--- src/rtl/decoder_pkg.sv ---
// Shared defaults and reference decode function for the one-hot write-enable decoder.
// With ZERO_REG_MASK_EN defined, address 0 decodes to all-zero (hardwired $r0).
package decoder_pkg;

  localparam int unsigned ADDR_W_DEF = 5;
  localparam int unsigned DATA_W_DEF = 32;
  localparam int unsigned OUT_W_DEF  = 1 << ADDR_W_DEF;

  function automatic logic [OUT_W_DEF-1:0] onehot_f(input logic [ADDR_W_DEF-1:0] addr,
                                                     input logic                  en);
    logic [OUT_W_DEF-1:0] v;
    v = '0;
    if (en) v[addr] = 1'b1;
`ifdef ZERO_REG_MASK_EN
    if (addr == '0) v = '0;
`endif
    return v;
  endfunction

endpackage

--- src/rtl/decoder_onehot_comb.sv ---
// Combinational N-to-2^N one-hot decode with enable.
// With ZERO_REG_MASK_EN defined, bit 0 is tied low.
module decoder_onehot_comb
  import decoder_pkg::*;
#(
  parameter int unsigned ADDR_W = ADDR_W_DEF
) (
  input  logic [ADDR_W-1:0]       addr,
  input  logic                    en,
  output logic [(1<<ADDR_W)-1:0]  onehot
);

  for (genvar i = 0; i < (1 << ADDR_W); i++) begin : g_bit
`ifdef ZERO_REG_MASK_EN
    if (i == 0) begin : g_zero
      assign onehot[i] = 1'b0;
    end else begin : g_dec
      assign onehot[i] = en && (addr == ADDR_W'(i));
    end
`else
    assign onehot[i] = en && (addr == ADDR_W'(i));
`endif
  end

endmodule

--- src/rtl/decoder_onehot_pipe.sv ---
// Registered one-hot write-enable decoder with valid/ready and a 2-entry (output + skid) buffer.
// Optional ZERO_REG_MASK_EN masks address 0 to an all-zero one-hot.
module decoder_onehot_pipe
  import decoder_pkg::*;
#(
  parameter  int unsigned ADDR_W = ADDR_W_DEF,
  parameter  int unsigned DATA_W = DATA_W_DEF,
  localparam int unsigned OUT_W  = 1 << ADDR_W
) (
  input  logic              clock,
  input  logic              reset,
  input  logic              in_valid,
  output logic              in_ready,
  input  logic [ADDR_W-1:0] in_addr,
  input  logic              in_en,
  input  logic [DATA_W-1:0] in_data,
  output logic              out_valid,
  input  logic              out_ready,
  output logic [OUT_W-1:0]  out_onehot,
  output logic [ADDR_W-1:0] out_addr,
  output logic [DATA_W-1:0] out_data
);

  logic              out_valid_q, out_valid_d;
  logic [OUT_W-1:0]  out_onehot_q, out_onehot_d;
  logic [ADDR_W-1:0] out_addr_q, out_addr_d;
  logic [DATA_W-1:0] out_data_q, out_data_d;
  logic              skid_valid_q, skid_valid_d;
  logic [ADDR_W-1:0] skid_addr_q, skid_addr_d;
  logic              skid_en_q, skid_en_d;
  logic [DATA_W-1:0] skid_data_q, skid_data_d;

  logic              accept, load_out;
  logic [ADDR_W-1:0] mux_addr;
  logic              mux_en;
  logic [DATA_W-1:0] mux_data;
  logic [OUT_W-1:0]  dec_onehot;

  // Ready depends only on skid state and reset, never on out_ready.
  assign in_ready = !skid_valid_q && !reset;
  assign accept   = in_valid && in_ready;
  assign load_out = !out_valid_q || out_ready;

  // Skid entry is older than any input, so it always wins the mux.
  assign mux_addr = skid_valid_q ? skid_addr_q : in_addr;
  assign mux_en   = skid_valid_q ? skid_en_q   : in_en;
  assign mux_data = skid_valid_q ? skid_data_q : in_data;

  decoder_onehot_comb #(
    .ADDR_W (ADDR_W)
  ) u_dec (
    .addr   (mux_addr),
    .en     (mux_en),
    .onehot (dec_onehot)
  );

  always_comb begin
    out_valid_d  = out_valid_q;
    out_onehot_d = out_onehot_q;
    out_addr_d   = out_addr_q;
    out_data_d   = out_data_q;
    skid_valid_d = skid_valid_q;
    skid_addr_d  = skid_addr_q;
    skid_en_d    = skid_en_q;
    skid_data_d  = skid_data_q;
    if (load_out) begin
      out_valid_d  = skid_valid_q || accept;
      skid_valid_d = 1'b0;
      if (skid_valid_q || accept) begin
        out_onehot_d = dec_onehot;
        out_addr_d   = mux_addr;
        out_data_d   = mux_data;
      end
    end else if (accept) begin
      skid_valid_d = 1'b1;
      skid_addr_d  = in_addr;
      skid_en_d    = in_en;
      skid_data_d  = in_data;
    end
  end

  always_ff @(posedge clock or posedge reset) begin
    if (reset) begin
      out_valid_q  <= 1'b0;
      out_onehot_q <= '0;
      out_addr_q   <= '0;
      out_data_q   <= '0;
      skid_valid_q <= 1'b0;
      skid_addr_q  <= '0;
      skid_en_q    <= 1'b0;
      skid_data_q  <= '0;
    end else begin
      out_valid_q  <= out_valid_d;
      out_onehot_q <= out_onehot_d;
      out_addr_q   <= out_addr_d;
      out_data_q   <= out_data_d;
      skid_valid_q <= skid_valid_d;
      skid_addr_q  <= skid_addr_d;
      skid_en_q    <= skid_en_d;
      skid_data_q  <= skid_data_d;
    end
  end

  assign out_valid  = out_valid_q;
  assign out_onehot = out_onehot_q;
  assign out_addr   = out_addr_q;
  assign out_data   = out_data_q;

endmodule

--- config.mk ---
export PLATFORM = sky130hd
export DESIGN_NAME = decoder_onehot_pipe
export DESIGN_NICKNAME = d
export VERILOG_FILES = /design/src/rtl/decoder_pkg.sv /design/src/rtl/decoder_onehot_comb.sv /design/src/rtl/decoder_onehot_pipe.sv
export SDC_FILE = /design/constraint.sdc
export NUM_CORES = 1
export LEC_CHECK = 0
export ABC_AREA = 1
export BUFFER_PORTS_ARGS = -buffer_cell sky130_fd_sc_hd__buf_2
export CAP_MARGIN = 20
export CORE_MARGIN = 3
export CORE_UTILIZATION = 55
export CTS_CLUSTER_SIZE = 14
export DETAILED_ROUTE_END_ITERATION = 8
export PLACE_DENSITY = 0.81
export SYNTH_ARGS = -nofsm -noshare
export SYNTH_HDL_FRONTEND = slang
export SYNTH_SLANG_ARGS = --single-unit
--- constraint.sdc ---
create_clock -name clock -period 7.07 [get_ports clock]
set_clock_uncertainty 0.1 [all_clocks]
set_input_delay 1.414 -clock clock [delete_from_list [all_inputs] [get_ports clock]]
set_output_delay 1.414 -clock clock [all_outputs]
set_load 0.03 [all_outputs]
### Word-level counts from Yosys, hierarchy flattened

Index checks and enable logic that the tools add are counted.

| cells by class | value |
|---|---|
| equal/unequal tests | 31 |
| muxes and demuxes | 5 |
| bitwise gates (word level) | 1 |
| reduce and logical (&&, ||, !) cells | 43 |

Operators with widths:

| kind | number |
|---|---|
| == test 5 bit, second input constant | 16 |
| == test 5 x 4 -> 1 bit, second input constant | 8 |
| logical AND 1 bit | 34 |
| two-way mux 32 bit | 1 |
| == test 5 x 3 -> 1 bit, second input constant | 4 |
| == test 5 x 2 -> 1 bit, second input constant | 2 |
| == test 5 x 1 -> 1 bit, second input constant | 1 |
| zero test 5 bit | 1 |
| two-way mux 5 bit | 1 |
| AND reduction 2 bit | 2 |
| zero test 1 bit | 3 |
| two-way mux 1 bit | 3 |
| logical OR 1 bit | 2 |
| nonzero test 2 bit | 1 |
| inverter 1 bit | 1 |

| word-level totals | value |
|---|---|
| flip-flop bits (word level) | 109 |
| word-level logic and storage cells | 88 |

### Logic depth before layout (Yosys ltp)

| depth | value |
|---|---|
| word-level depth | 5 |
| mapped depth | 9 |
| gate-level depth less buffers | 7 |

### By module

From an unflattened synthesis, not the netlist that was laid out.

| unflattened totals | value |
|---|---|
| cells, all modules | 663 |
| area, all modules | 4973.5 um^2 |

By module, submodules not included:

| module | times used | cells each | area an instance (um^2) | sequential area each (um^2) |
|---|---|---|---|---|
| decoder_onehot_pipe | 1 | 596 | 4707.0 | 2727.6 |
| decoder_onehot_comb | 1 | 67 | 266.5 | 0.0 |

### Worst setup path before layout

No wires, ideal clock.

| timing path | value |
|---|---|
| path kind | input -> register |
| start | in reset |
| end | reg skid_valid_q |
| setup time | 0.085 ns |
| arrival time | 4.069 ns |
| required time | 6.885 ns |
| path slack | 2.816 ns |
| stages | 3 |
| path buffers | 0 |
| cell sequence | inv_1 a21oi_1 nor2_1 |

| between the ends | value |
|---|---|
| cells in the longest elaborated chain, start to end | 4 |

Ends and longest elaborated chain:

| element | line | text |
|---|---|---|
| start, declared | decoder_onehot_pipe.sv:11 | `input logic reset,` |
| zero test 1 bit (no line) | - |  |
| logical AND 1 bit | decoder_onehot_pipe.sv:40 | `assign in_ready = !skid_valid_q && !reset;` |
| logical AND 1 bit | decoder_onehot_pipe.sv:41 | `assign accept = in_valid && in_ready;` |
| nonzero test 2 bit (no line) | - |  |
| end signal, assigned | decoder_onehot_pipe.sv:97 | `skid_valid_q <= skid_valid_d;` |
| end, declared | decoder_onehot_pipe.sv:28 | `logic skid_valid_q, skid_valid_d;` |

No other way between the ends.
A chain may end at the register's enable or synchronous reset.

### Worst setup path in the final report

| timing path | value |
|---|---|
| start | in reset |
| end | out in_ready |

| between the ends | value |
|---|---|
| cells in the longest elaborated chain, start to end | 2 |

Ends and longest elaborated chain:

| element | line | text |
|---|---|---|
| zero test 1 bit (no line) | - |  |
| logical AND 1 bit | decoder_onehot_pipe.sv:40 |  |
| end, declared | decoder_onehot_pipe.sv:13 | `output logic in_ready,` |

No other way between the ends.

==> insert_results.sql <==
INSERT INTO impl_metrics (metric_group, metric, value, unit) VALUES
('clock_tree', 'cts_tree', 'done', ''),
('placement', 'number_of_buffers_inserted_by_port_buffering', '112', ''),
('global_routing', 'gr-usage-all-layers', '22.4', '%'),
('sta', 'finalHoldViolations', '0', ''),
('sta', 'worst_pin_slew', '0.849', 'ns'),
('clock_tree', 'ctsRootBufferMaster', 'clkbuf_8', ''),
('power', 'ir_worst_vdd', '0.160', 'mV'),
('synthesis', 'synth_top_cell_by_area', 'dfrtp_1', ''),
('setup_path', 'cp_data_required_time', '5.56', 'ns'),
('worst_hold_path', 'timing.hold.worst_path_depth', '2', ''),
('setup_path', 'reg2regPathDepth', '7', ''),
('clock_tree', 'worst_setup_hold_path_clk_slew', '0.09', 'ns'),
('synthesis', 'synth-seq-cells', '109', ''),
('finish', 'post_route_cells_drive_above_1_share', '23.8', '%'),
('placement', 'globalplace.congestion', '0.769', ''),
('synthesis', 'synth_nets', '628', ''),
('placement', 'place.detailed.hpwl', '6970', 'um'),
('worst_hold_path', 'timing.hold.worst.class', 'flip-flop to flip-flop', ''),
('finish', 'syn_to_final_growth', '16.4', '%'),
('synthesis', 'postSynthCellCount', '586', ''),
('sta', 'timing.slew.headroom', '43.4', '%'),
('synthesis', 'count_of_cell_types_in_the_netlist', '22', ''),
('power', 'p_leak', '3.18', 'nW'),
('detailed_routing', 'routed_wirelength', '10500', 'um'),
('detailed_routing', 'route.detailed.drc', '0', ''),
('sta', 'report.final.setup_viol', '0', ''),
('setup_path', 'timing.setup.critical_path_class', 'primary input to primary output', ''),
('sta', 'fmaxAchievable', '293', 'MHz'),
('clock_tree', 'clkLatencyLatePin', '0.37', 'ns'),
('detailed_routing', 'drt-vias-per-instance', '5.02', ''),
('sta', 'setup_tns', '0', 'ns'),
('die', 'placement_rows', '33', ''),
('detailed_routing', 'final_routed_wire_length_divided_by_cell_count', '13.2', 'um'),
('finish', 'layout.cells.most_common_list', 'nand2_1 (287), buf_2 (112), dfrtp_1 (108)', ''),
('detailed_routing', 'drtAntennaViolNets', '0', ''),
('setup_path', 'cp-end-kind', 'primary output', ''),
('clock_tree', 'cts_buffers', '9', ''),
('global_routing', 'grt_pass1_vias', '3891', ''),
('job', 'max-cap-violations', '0', ''),
('detailed_routing', 'drt_iter0_drc', '146', ''),
('finish', 'most_common_cell_after_layout_fill_and_taps_aside', 'nand2_1', ''),
('global_routing', 'largest_net_degree_at_the_start_of_global_routing', '78', ''),
('global_routing', 'grt_pass1_wl', '17900', 'um'),
('setup_path', 'critPathLaunchType', 'primary input', ''),
('synthesis', 'synth_top_cell_area_share', '56.6', '%'),
('synthesis', 'yosys_warnings', '0', ''),
('clock_tree', 'cts_num_sinks', '109', ''),
('synthesis', 'mappedNetlistArea', '4820', 'um^2'),
('synthesis', 'synth_seq_area_share', '56.6', '%'),
('die', 'dieHeight', '99.6', 'um'),
('global_routing', 'grt.overflow.total', '0', ''),
('detailed_routing', 'routed-via-count', '3979', ''),
('clock_tree', 'cts_resized', '0', ''),
('die', 'die_area', '9920', 'um^2'),
('sta', 'finalMaxSlewViolations', '0', ''),
('outcome', 'run_status', 'complete, no violations', ''),
('finish', 'fillers', '709', ''),
('synthesis', 'average_footprint_of_a_synthesized_cell', '8.23', 'um^2'),
('detailed_routing', 'drt-pass1-iter-count', '5', ''),
('die', 'initial_utilization', '57.5', '%'),
('clock_tree', 'buffers_from_clock_root_to_sink_at_most', '2', ''),
('die', 'top_level_ports', '113', ''),
('clock_tree', 'cts.repair_timing.setup_buffer_count', '0', ''),
('finish', 'finalNetCount', '725', ''),
('synthesis', 'synth_area_leaders', 'dfrtp_1 (57%), nand2_1 (22%), o21ai_1 (4.8%)', ''),
('sta', 'final.period_utilization', '48.3', '%'),
('setup_path', 'timing.critical_path.fanout_max', '3', ''),
('finish', 'num_antenna_cells', '0', ''),
('clock_tree', 'ctsHtreeMaxLevel', '3', ''),
('die', 'die_x', '99.6', 'um'),
('die', 'coreArea', '8380', 'um^2'),
('sta', 'rsz_0062_raised_after_global_routing', 'no', ''),
('clock_tree', 'cts.hold.buffers_added', '0', ''),
('power', 'power_density', '289', 'nW/um^2'),
('global_routing', 'number_of_antenna_violations_at_the_first_check_in_global_routing', '0', ''),
('finish', 'final_util', '66.9', '%'),
('setup_path', 'worstPathArrival', '1.90', 'ns'),
('sta', 'final.min_clock_period', '3.41', 'ns');
## metal layers
| metal | part of all wire, % | up-vias | routed length, um | GRT usage, % |
|---|---|---|---|---|
| li1 | - | 1989 | - | - |
| met2 | 50 | 102 | 5260 | 37.7 |
| met5 | 0 | - | 0 | 0 |
| met4 | 1.3 | 0 | 136 | 7.14 |
| met3 | 5.2 | 15 | 541 | 4.98 |
| met1 | 43 | 1873 | 4540 | 29.0 |
## through the flow
step | power, W | hold slack (ns) | std cells | instance area (um^2) | worst slack, ns
4_1_cts | 0.00163 | 0.383 | 793 | 5610 | 3.65
6_report | 0.00162 | 0.377 | 793 | 5610 | 3.66
2_1_floorplan | 0.00107 | 0.359 | 586 | 4820 | 2.66
3_5_place_dp | 0.00117 | 0.360 | 777 | 5360 | 3.65
3_3_place_gp | 0.00116 | 0.357 | 777 | 5360 | 3.67
5_1_grt | 0.00171 | 0.406 | 793 | 5610 | 3.63
## synthesized netlist by cell type
library cell and number:
nor2_1 9, nand3_1 1, nand2_1 287, nor2_2 13, buf_1 1, nor2_4 2, o21ai_2 1, clkbuf_1 5
buf_6 7, inv_1 42, dfrtp_1 109, nand3_2 1, nand3_4 3, nand2_4 1, o21ai_1 46, buf_4 3
a21oi_1 2, inv_4 1, nand2_2 5, o21ai_0 31, buf_2 13, inv_2 3
## cell families (layout without fill, tap and decap cells)
kind of cell	Yosys count	count (layout)	synth area share, %
buffers and inverters	75	177	7.55
AOI/OAI and AO/OA	80	80	8.38
and+or+nand+nor	322	322	27.5
DFF	109	109	56.6
## flip-flops by register name, summed over array words and instances, names as in the netlist
signal / cells
skid_addr_q: 5
skid_en_q: 1
out_addr: 5
out_data: 32
out_onehot: 32
skid_data_q: 32
out_valid: 1
skid_valid_q: 1
## layout make-up
| class | count | area [um^2] | share of cell area [%] |
|---|---|---|---|
| Timing Repair Buffer | 115 | 583 | 10.4 |
| Sequential cell | 109 | 2730 | 48.7 |
| Inverter | 46 | 178 | 3.17 |
| Clock buffer | 10 | 138 | 2.45 |
| Multi-Input combinational cell | 402 | 1730 | 30.9 |
| Clock inverter | 6 | 116 | 2.07 |
| Tap cell | 105 | 131 | 2.34 |
## path summary, 6_finish.rpt
kind	startpoint	end	slack [ns]
min	out_data[26]	out_data[26]	0.38
min in group asynchronous	reset	out_data[13]	1.00
min reg2reg	out_data[26]	out_data[26]	0.38
max	reset	in_ready	3.66
max reg2reg	skid_valid_q	out_onehot[6]	4.29
max in group asynchronous	reset	skid_data_q[21]	4.64
## power breakdown
| part | switching [W] | total [W] | internal, W |
|---|---|---|---|
| clock | 0.000214 | 0.000462 | 0.000248 |
| combinational | 0.000260 | 0.000368 | 0.000108 |
| sequential | 0.0000604 | 0.000791 | 0.000730 |
| total | 0.000533 | 0.00162 | 0.00109 |
## worst max-delay path, stage by stage
cell and delay [ns]:
buf_2 0.13, nor2_2 0.14, buf_2 0.22
Power figures use the tool's default switching activity.
